[src/rtl/idli_sqi_ctrl.sv]
// SQI (quad-SPI) SRAM streaming controller: READ/WRITE command, 24b address, then one slice per cycle.
// Optional write path is built only when IDLI_SQI_WRITE_EN is defined; otherwise every transaction is a READ.
package idli_pkg;
  typedef logic [3:0] slice_t;
  typedef logic [1:0] ctr_t;
endpackage

module idli_sqi_ctrl
  import idli_pkg::*;
(
  input  logic        i_clk,
  input  logic        i_rst,
  input  logic        i_redir,
  input  logic [15:0] i_redir_addr,
  input  logic        i_redir_wr,
  input  logic        i_stall,
  output logic        o_rd_vld,
  output slice_t      o_rd_slice,
  output ctr_t        o_rd_ctr,
  input  slice_t      i_wr_slice,
  output logic        o_wr_rdy,
  output logic        o_sqi_cs_n,
  output logic        o_sqi_sck_en,
  output logic        o_sqi_oe,
  output slice_t      o_sqi_sio,
  input  slice_t      i_sqi_sio
);

  typedef enum logic [2:0] {
    ST_IDLE,
    ST_GAP,
    ST_CMD,
    ST_ADDR,
    ST_DUMMY,
    ST_DATA
  } state_t;

  state_t      r_state, w_state_nxt;
  logic [2:0]  r_cnt, w_cnt_nxt;
  logic [15:0] r_addr, w_addr_nxt;
  logic        r_wr, w_wr_nxt, w_redir_wr;
  logic        r_pend, w_go;
  logic        r_cs_n, r_sck, r_oe;
  slice_t      r_sio, w_sio_nxt;
  logic        r_rd_data;
  logic        r_rd_vld;
  slice_t      r_rd_slice;
  ctr_t        r_rd_ctr;
  logic [23:0] w_byte_addr;
  logic [7:0]  w_cmd;
  logic        w_wr_take;

`ifdef IDLI_SQI_WRITE_EN
  logic r_wr_data;

  assign w_redir_wr = i_redir_wr;
  assign w_wr_take  = r_wr_data & ~i_stall;
  assign o_wr_rdy   = w_wr_take;
  assign o_sqi_sio  = w_wr_take ? i_wr_slice : r_sio;
`else
  logic w_unused;

  assign w_redir_wr = 1'b0;
  assign w_wr_take  = 1'b0;
  assign o_wr_rdy   = 1'b0;
  assign o_sqi_sio  = r_sio;
  assign w_unused   = ^{i_wr_slice, i_redir_wr};
`endif

  // A redirect seen during a stall is remembered and acted on once the stall drops.
  assign w_go       = (i_redir | r_pend) & ~i_stall;
  assign w_addr_nxt = i_redir ? i_redir_addr : r_addr;
  assign w_wr_nxt   = i_redir ? w_redir_wr : r_wr;

  // NOTE: every always_comb output gets a default first, so no path can infer a latch.
  always_comb begin
    w_state_nxt = r_state;
    w_cnt_nxt   = r_cnt + 3'd1;
    if (w_go) begin
      w_state_nxt = (r_state == ST_IDLE || r_state == ST_GAP) ? ST_CMD : ST_GAP;
      w_cnt_nxt   = 3'd0;
    end else begin
      unique case (r_state)
        ST_GAP: begin
          w_state_nxt = ST_CMD;
          w_cnt_nxt   = 3'd0;
        end
        ST_CMD: if (r_cnt == 3'd1) begin
          w_state_nxt = ST_ADDR;
          w_cnt_nxt   = 3'd0;
        end
        ST_ADDR: if (r_cnt == 3'd5) begin
          w_state_nxt = r_wr ? ST_DATA : ST_DUMMY;
          w_cnt_nxt   = 3'd0;
        end
        ST_DUMMY: if (r_cnt == 3'd1) begin
          w_state_nxt = ST_DATA;
          w_cnt_nxt   = 3'd0;
        end
        default: w_cnt_nxt = r_cnt;
      endcase
    end
  end

  // Pad nibble for the cycle being entered; outputs are registered one step ahead of use.
  always_comb begin
    w_byte_addr = {7'b0, w_addr_nxt, 1'b0};
    w_cmd       = w_wr_nxt ? 8'h02 : 8'h03;
    w_sio_nxt   = w_wr_take ? i_wr_slice : r_sio;
    if (w_state_nxt == ST_CMD) begin
      w_sio_nxt = w_cnt_nxt[0] ? w_cmd[3:0] : w_cmd[7:4];
    end else if (w_state_nxt == ST_ADDR) begin
      unique case (w_cnt_nxt)
        3'd0:    w_sio_nxt = w_byte_addr[23:20];
        3'd1:    w_sio_nxt = w_byte_addr[19:16];
        3'd2:    w_sio_nxt = w_byte_addr[15:12];
        3'd3:    w_sio_nxt = w_byte_addr[11:8];
        3'd4:    w_sio_nxt = w_byte_addr[7:4];
        default: w_sio_nxt = w_byte_addr[3:0];
      endcase
    end
  end

  // NOTE: sequential state uses non-blocking assignments so every register samples pre-edge values.
  always_ff @(posedge i_clk) begin
    if (i_rst) begin
      r_state    <= ST_IDLE;
      r_cnt      <= 3'd0;
      r_addr     <= 16'd0;
      r_wr       <= 1'b0;
      r_pend     <= 1'b0;
      r_cs_n     <= 1'b1;
      r_sck      <= 1'b0;
      r_oe       <= 1'b0;
      r_sio      <= '0;
      r_rd_data  <= 1'b0;
      r_rd_vld   <= 1'b0;
      r_rd_slice <= '0;
      r_rd_ctr   <= '0;
`ifdef IDLI_SQI_WRITE_EN
      r_wr_data  <= 1'b0;
`endif
    end else begin
      if (i_redir) begin
        r_addr <= i_redir_addr;
        r_wr   <= w_redir_wr;
      end
      r_pend <= i_stall & (i_redir | r_pend);

      // A stall freezes the sequencer and the pad registers; only the gated strobes drop.
      if (!i_stall) begin
        r_state   <= w_state_nxt;
        r_cnt     <= w_cnt_nxt;
        r_cs_n    <= (w_state_nxt == ST_IDLE) || (w_state_nxt == ST_GAP);
        r_sck     <= (w_state_nxt != ST_IDLE) && (w_state_nxt != ST_GAP);
        r_oe      <= (w_state_nxt == ST_CMD) || (w_state_nxt == ST_ADDR) ||
                     ((w_state_nxt == ST_DATA) && w_wr_nxt);
        r_sio     <= w_sio_nxt;
        r_rd_data <= (w_state_nxt == ST_DATA) && !w_wr_nxt;
`ifdef IDLI_SQI_WRITE_EN
        r_wr_data <= (w_state_nxt == ST_DATA) && w_wr_nxt;
`endif
      end

      if (w_go) begin
        r_rd_vld <= 1'b0;
        r_rd_ctr <= '0;
      end else if (!i_stall) begin
        if (r_rd_vld) r_rd_ctr <= r_rd_ctr + 2'd1;
        r_rd_vld <= r_rd_data;
        if (r_rd_data) r_rd_slice <= i_sqi_sio;
      end
    end
  end

  assign o_sqi_cs_n   = r_cs_n;
  assign o_sqi_sck_en = r_sck & ~i_stall;
  assign o_sqi_oe     = r_oe;
  assign o_rd_vld     = r_rd_vld & ~i_stall;
  assign o_rd_slice   = r_rd_slice;
  assign o_rd_ctr     = r_rd_ctr;

endmodule

[config.mk]
export PLATFORM = sky130hd
export DESIGN_NAME = idli_sqi_ctrl
export DESIGN_NICKNAME = d
export VERILOG_FILES = /design/src/rtl/idli_sqi_ctrl.sv
export SDC_FILE = /design/constraint.sdc
export NUM_CORES = 1
export LEC_CHECK = 0
export BUFFER_PORTS_ARGS = -buffer_cell sky130_fd_sc_hd__buf_4
export CAP_MARGIN = 20
export CORE_MARGIN = 1.5
export CORE_UTILIZATION = 40
export CTS_BUF_LIST = sky130_fd_sc_hd__clkbuf_16
export DETAILED_ROUTE_END_ITERATION = 16
export GPL_TIMING_DRIVEN = 0
export PLACE_DENSITY = 0.73
export SLEW_MARGIN = 20
export SYNTH_ARGS = -nofsm -noshare
export SYNTH_HDL_FRONTEND = slang
export SYNTH_SLANG_ARGS = --single-unit
[constraint.sdc]
create_clock -name i_clk -period 2.7 [get_ports i_clk]
set_clock_uncertainty 0.2 [all_clocks]
set_input_delay 0.675 -clock i_clk [delete_from_list [all_inputs] [get_ports i_clk]]
set_output_delay 0.675 -clock i_clk [all_outputs]
set_load 0.1 [all_outputs]
==> run_results.csv, run 1 <==
group,metric,value,unit
global_route,first_global_vias,1592,
worst_hold_path,class_of_the_worst_hold_path,"reg2reg",
route,detail_route.first_pass.iterations,4,
floorplanning,total_die_area,0.00540,mm²
synthesis,synth_warnings,0,
timing,hold_slack,0.260,ns
floorplanning,core_region_area,0.00475,mm²
power_and_ir_drop,total_power,0.00138,W
critical_path,critical_path.max_stage_delay,0.56,ns
synthesis,number_of_nets_produced_by_synthesis,255,
placement,place.detailed.hpwl,3280,µm
clock_tree,cts-buffers-inserted,5,
global_route,grt.total_usage,17.9,%
finish,share_of_layout_cells_above_drive_strength_1,25.4,%
global_route,grt_pass1_wl,7370,µm
clock_tree,maximum_root_to_sink_buffer_count,2,
synthesis,total_standard_cell_area_after_synthesis,0.00199,mm²
route,detail-route-antenna-nets,0,
global_route,antenna_found_initial,0,
timing,rsz0062_at_grt,"false",
finish,n_fill_cell,457,
route,average_routed_wire_per_standard_cell,13.2,µm
critical_path,critPathCaptureType,"flip-flop",
route,dr.first_iter.drc_count,135,
outcome,run_status,"finished clean",
route,via_count,1738,
timing,post-route-min-period,2.44,ns
power_and_ir_drop,cell_leakage_power,1.06,nW
critical_path,start_kind,"flip-flop",
critical_path,cp.required,2.73,ns
timing,hold_violation_total_from_the_final_report,0,
route,avgViaCountPerCell,5.19,
synthesis,yosysSeqAreaShare,39.3,%
timing,finalSetupViolations,0,
synthesis,yosys_register_bits,39,
finish,area_occupied_by_multi_input_gates,0.00112,mm²
floorplanning,top_level_ports,44,
finish,fin_area,0.00249,mm²
placement,port_buffers,37,
global_route,grt_overflow_total,0,
power_and_ir_drop,p_seq_share,44.1,%
critical_path,critical_path_class,"reg2reg",
timing,remaining_max_slew_budget_at_the_tightest_pin,50.2,%
critical_path,crit_path_leading_delay_family,"simple AND/OR/NAND/NOR gates",
timing,final_max_slew_viol_count,0,
placement,place.gp.congestion,0.921,
finish,final-instance-count-excl-fill,335,
timing,max_clock_freq,410,MHz
floorplanning,core.rowCount,25,
clock_tree,clk_transition_reported_paths,0.05,ns
critical_path,critPathSlowestCell,"or4_4",
floorplanning,horiz_die_dim,73.5,µm
synthesis,synthCells,224,
clock_tree,postCtsSetupBuffers,0,
critical_path,cp.arrival,2.47,ns
power_and_ir_drop,p_sw_share,26.3,%
floorplanning,chipHeight,73.5,µm
synthesis,synth_edf_count,0,
critical_path,crit_fanout,7,
finish,count_of_nets_after_finishing,298,
global_route,pin_count_of_the_biggest_net_entering_global_routing,12,
route,wirelength,4420,µm
clock_tree,tritoncts,"built",
clock_tree,postCtsHoldBufs,0,
power_and_ir_drop,share_clk_of_total_power,39.7,%
floorplanning,floorplan.initialDensity,41.8,%
power_and_ir_drop,power_report.internal_total,0.00102,W
clock_tree,cts.sink_count,39,
power_and_ir_drop,cellPowerDensity,554,mW/mm²
synthesis,synth-async-reset-ratio,0,%
synthesis,ys.flop_type,"dfxtp_1",
power_and_ir_drop,p_sw,0.000362,W
power_and_ir_drop,pwr-share-comb,16.2,%
clock_tree,clock_tree.root_cell,"clkbuf_16",
run,max_cap_violations,0,
timing,tightestPinTransition,0.742,ns
power_and_ir_drop,peakVddDrop,0.523,mV
clock_tree,cts.htree.levels,2,
finish,final-seq-area,781,µm²
placement,placed_cell_area,0.00235,mm²
critical_path,critical_path_cell_by_cell,"ha_1 > nand2b_1 > o21ai_0 > a211oi_1 > or4_4 > a211oi_2 > a31o_1",
critical_path,path_buf_inv,0,
synthesis,post_synth.cell_area_avg,8.88,µm²
clock_tree,clkLatencyLatePin,0.28,ns
placement,dp.cells,328,
timing,period_share,90.4,%
synthesis,post_synth_num_cell_types,53,
finish,flow.area_growth_from_synthesis,25.2,%
route,drc,0,
finish,insertedDiodeCount,0,
==> flip-flops by register name, summed over array words and instances (netlist names) <==
signal	cells
r_addr	16
o_rd_slice	4
o_sqi_sio	4
r_cnt	3
r_state	3
o_rd_ctr	2
o_sqi_cs_n	1
o_sqi_oe	1
r_pend	1
r_rd_data	1
r_rd_vld	1
r_sck	1
r_wr	1
==> worst register-to-register path, stage by stage, from the launching register on <==
cell and delay (ns):
dfxtp_1 0.49, ha_1 0.41, nand2b_1 0.08, o21ai_0 0.15, a211oi_1 0.16, or4_4 0.56, a211oi_2 0.22, a31o_1 0.11
==> final cells by class <==
cell class,instances,area share [%]
Buffer,12,2.97
Clock buffer,5,5.03
Clock inverter,3,0.452
Inverter,5,0.754
Multi-Input combinational cell,167,44.9
Sequential cell,39,31.4
Tap cell,67,3.37
Timing Repair Buffer,37,11.2
==> final timing paths <==
path                                                start                         to  slack, ns  cells past startpoint
worst max-delay path                r_cnt[0]$_SDFFE_PP0N_  o_sqi_sio[0]$_SDFFE_PP0P_       0.26                      7
worst min register to register  o_sqi_sio[3]$_SDFFE_PP0P_  o_sqi_sio[3]$_SDFFE_PP0P_       0.26                      2
worst max register to register      r_cnt[0]$_SDFFE_PP0N_  o_sqi_sio[0]$_SDFFE_PP0P_       0.26                      7
worst min-delay path            o_sqi_sio[3]$_SDFFE_PP0P_  o_sqi_sio[3]$_SDFFE_PP0P_       0.26                      2
==> power groups by stage <==
stage / clock network, W / registers [W] / logic, W
6_report: 0.000547 / 0.000608 / 0.000223
5_1_grt: 0.000577 / 0.000611 / 0.000242
4_1_cts: 0.000556 / 0.000609 / 0.000224
3_5_place_dp: 0 / 0.000621 / 0.000224
3_3_place_gp: 0 / 0.000620 / 0.000221
2_1_floorplan: 0 / 0.000653 / 0.000125
==> metrics by stage <==
| stage | setup WS, ns | setup TNS (ns) | utilization [%] |
|---|---|---|---|
| after global placement | -0.0694 | -0.0694 | 49.5 |
| after detailed placement | -0.103 | -0.103 | 49.5 |
| final | 0.258 | 0 | 52.3 |
| after floorplan | -0.0853 | -0.0853 | - |
| after CTS | 0.0556 | 0 | 52.4 |
| after global routing | 0.116 | 0 | 52.3 |
==> cell usage after synthesis (3+ instances only) <==
master     n  area, µm²
nor2_1    43        161
dfxtp_1   39        781
mux2i_1   21        210
a21oi_1   12       60.1
nand2_1   11       41.3
o21ai_0   11       55.1
nor3_1     8       40.0
and2_1     6       37.5
nand3_1    6       30.0
inv_1      5       18.8
a211oi_1   4       30.0
clkbuf_1   4       15.0
buf_2      3       15.0
xor2_1     3       26.3
==> kinds of logic after synthesis <==
group / share of synthesized area [%]
AOI/OAI and AO/OA: 16.4
xor gates and xnor gates: 4.28
adders and majority gates: 1.26
buffers and inverters: 4.78
DFF: 39.3
muxes: 12.8
other: 0.189
and+or+nand+nor: 21.0
==> layer usage <==
metal	part of all wire [%]	wire [µm]	vias up	GRT usage, %
met3	6.2	274	11	3.43
met1	44	1930	798	23.1
met5	0	0	-	0
met2	47	2100	62	28.3
met4	2.6	116	0	9.05
li1	-	-	867	-
==> repair_timing <==
action | CTS | global route
cloned | 0 | 0
resized for setup | 1 | 0
pin swaps | 0 | 0
setup endpoints to repair | 1 | 1
==> layout by cell type, fill, tap and decap left out, types with 2 or more instances in the layout <==
cell type	synthesis	final
buf_4	2	39
mux2_2	2	2
nor2_1	43	43
nand3_1	6	6
mux2i_1	21	21
o21ai_0	11	11
nor2b_2	0	2
buf_2	3	4
clkinv_1	0	2
a21oi_1	12	12
dfxtp_1	39	39
nand2b_1	2	2
ha_1	2	2
nand2_1	11	11
a211oi_1	4	4
xor2_1	3	3
and2_1	6	6
a32oi_1	2	2
nand4_1	2	2
a22oi_1	2	2
inv_1	5	6
buf_6	2	2
nor3_1	8	8
clkbuf_1	4	3
clkbuf_16	0	5
Power figures use the tool's default switching activity.
==> inputs of run 2 (changes only) <==
Settings changed: ABC_AREA from default to 1.
==> run_results.csv, run 2 <==
group,metric,value,unit
outcome,run_status,"finished clean",
finish,count_of_nets_after_finishing,348,
power_and_ir_drop,cellPowerDensity,632,mW/mm²
synthesis,synth.top_cell.area_share,39.4,%
finish,share_of_layout_cells_above_drive_strength_1,23.0,%
route,detail_route.first_pass.iterations,4,
global_route,grt.total_usage,17.8,%
finish,most-common-layout-cells,"nand2_1 (46), nor2_1 (41), dfxtp_1 (39), buf_4 (37), inv_1 (32)",
synthesis,synth.most_common_cell,"nand2_1",
timing,period_share,83.7,%
synthesis,total_standard_cell_area_after_synthesis,0.00198,mm²
power_and_ir_drop,peakVddDrop,0.399,mV
critical_path,cp.required,1.82,ns
power_and_ir_drop,cell_leakage_power,1.21,nW
synthesis,synthCells,274,
critical_path,critPathSlowestCell,"buf_4",
clock_tree,cts-buffers-inserted,5,
route,drc,0,
finish,mostFrequentLayoutCell,"nand2_1",
synthesis,ys.flop_type,"dfxtp_1",
finish,n_fill_cell,495,
critical_path,timing.reg2reg.setup_slack,0.57,ns
placement,placed_cell_area,0.00234,mm²
finish,area_occupied_by_multi_input_gates,0.00101,mm²
floorplanning,top_level_ports,44,
global_route,grt_overflow_total,0,
critical_path,critical_path_class,"in2out",
timing,final_max_slew_viol_count,0,
clock_tree,clock_tree.root_cell,"clkbuf_16",
timing,max_clock_freq,443,MHz
route,dr.first_iter.drc_count,93,
finish,largest_reg_flops,16,
synthesis,synth-async-reset-ratio,0,%
finish,register_bank_with_the_most_flops,"r_addr",
route,via_count,1835,
clock_tree,tritoncts,"built",
clock_tree,clk_transition_reported_paths,0.06,ns
power_and_ir_drop,share_clk_of_total_power,41.6,%
power_and_ir_drop,power_report.internal_total,0.00114,W
placement,place.gp.congestion,0.912,
floorplanning,core_region_area,0.00475,mm²
timing,finalSetupTns,0,ns
floorplanning,floorplan.initialDensity,41.7,%
timing,remaining_max_slew_budget_at_the_tightest_pin,66.3,%
synthesis,yosysSeqAreaShare,39.4,%
timing,finalSetupViolations,0,
route,avgViaCountPerCell,4.77,
clock_tree,postCtsSetupBuffers,0,
floorplanning,chipHeight,73.4,µm
synthesis,synth_common_cells,"nand2_1 (46), nor2_1 (42), dfxtp_1 (39)",
synthesis,number_of_nets_produced_by_synthesis,305,
timing,rsz0062_at_grt,"false",
route,wirelength,4350,µm
clock_tree,clkLatencyLatePin,0.28,ns
floorplanning,core.rowCount,25,
critical_path,critical_path_cell_by_cell,"buf_4 > inv_2 > nand2_1 > inv_1 > buf_4",
clock_tree,post_cts_resized,0,
global_route,pin_count_of_the_biggest_net_entering_global_routing,13,
clock_tree,maximum_root_to_sink_buffer_count,2,
synthesis,yosys_register_bits,39,
global_route,antenna_found_initial,0,
power_and_ir_drop,pwr-share-comb,19.3,%
route,average_routed_wire_per_standard_cell,11.3,µm
finish,final-seq-area,781,µm²
synthesis,post_synth.cell_area_avg,7.23,µm²
placement,port_buffers,36,
finish,insertedDiodeCount,0,
clock_tree,cts.sink_count,39,
critical_path,critPathCaptureType,"output port",
synthesis,netlist_top_cells_area,"dfxtp_1 (39%), nand2_1 (8.7%), nor2_1 (8.0%)",
power_and_ir_drop,p_seq_share,39.1,%
floorplanning,total_die_area,0.00538,mm²
global_route,grt_pass1_wl,7330,µm
worst_hold_path,class_of_the_worst_hold_path,"reg2reg",
critical_path,cp.arrival,1.38,ns
route,detail-route-antenna-nets,0,
global_route,first_global_vias,1662,
timing,tightestPinTransition,0.506,ns
critical_path,critical_path.max_stage_delay,0.29,ns
critical_path,crit_top_cell,"buf_4",
timing,hold_violation_total_from_the_final_report,0,
timing,post-route-min-period,2.26,ns
clock_tree,cts.htree.levels,2,
synthesis,synth_warnings,0,
run,max_cap_violations,0,
synthesis,synth_edf_count,0,
placement,place.detailed.hpwl,3190,µm
finish,flow.area_growth_from_synthesis,26.3,%
critical_path,crit_fanout,7,
power_and_ir_drop,p_sw,0.000445,W
synthesis,synth.largest_area_cell,"dfxtp_1",
finish,fin_area,0.00250,mm²
floorplanning,horiz_die_dim,73.4,µm
clock_tree,postCtsHoldBufs,0,
critical_path,start_kind,"input pin",
power_and_ir_drop,p_sw_share,28.2,%
synthesis,post_synth_num_cell_types,33,
==> run 2: cell types whose count changed after synthesis, moves of 4 or more <==
cell,before,now
a21oi_1,12,7
and2_1,6,0
inv_1,5,32
inv_2,0,8
mux2i_1,21,11
nand2_1,11,46
nand2_2,1,5
nand3_1,6,20
nand3_2,0,5
nand3b_1,0,8
nor3_1,8,1
o21ai_0,11,20
o22ai_1,0,4
==> run 2: per-stage QoR <==
step / utilization [%] / total power (W) / setup slack [ns] / cells / hold WS [ns]
floorplan: - / 0.000854 / 0.363 / 274 / 0.248
CTS: 52.6 / 0.00159 / 0.444 / 385 / 0.273
global route: 52.6 / 0.00165 / 0.396 / 385 / 0.299
finish: 52.6 / 0.00158 / 0.441 / 385 / 0.270
global placement: 49.2 / 0.000930 / 0.452 / 377 / 0.257
detailed placement: 49.2 / 0.000932 / 0.445 / 377 / 0.259
==> run 2: cells by family (layout without fill, tap and decap cells) <==
group / count (synthesis) / after routing / synth area share, %
DFF: 39 / 39 / 39.4
and+or+nand+nor: 134 / 134 / 32.2
other: 1 / 1 / 0.189
muxes: 11 / 11 / 5.56
buffers and inverters: 47 / 91 / 9.60
AOI/OAI and AO/OA: 40 / 40 / 11.8
adders and majority gates: 2 / 2 / 1.26
==> run 2: worst max-delay path: cells and delay by family <==
kind | cells | cell delay (ns)
buf+inv | 4 | 0.63
simple gates | 1 | 0.07
==> run 2: worst paths after layout <==
path / startpoint / endpoint / cells after the start
setup / recovery: i_stall / o_rd_vld / 5
hold / removal: o_sqi_cs_n$_SDFFE_PP1N_ / o_sqi_cs_n$_SDFFE_PP1N_ / 1
setup reg to reg: r_cnt[0]$_SDFFE_PP0N_ / o_sqi_sio[1]$_SDFFE_PP0P_ / 12
hold reg to reg: o_sqi_cs_n$_SDFFE_PP1N_ / o_sqi_cs_n$_SDFFE_PP1N_ / 1
==> run 2: cell type report <==
cell class,count,share of cell area (%)
multi-input combinational,188,40.5
sequential,39,31.2
timing repair buffer,36,10.8
inverter,41,6.15
clock buffer,5,5.00
tap,67,3.35
clock inverter,3,1.55
buffer,6,1.45
==> run 2: per-layer routing <==
metal	up-vias	share of wire, %	global-route usage [%]
li1	965	-	-
met1	820	47	22.3
met2	40	47	29.0
met3	10	4.4	4.94
met4	0	1.8	6.79
met5	-	0	0
==> run 2: power groups by stage <==
stage	sequential, W	combinational [W]	clock (W)
finish	0.000617	0.000305	0.000658
global route	0.000620	0.000337	0.000693
CTS	0.000618	0.000305	0.000669
detailed placement	0.000630	0.000302	0
global placement	0.000629	0.000301	0
floorplan	0.000671	0.000183	0
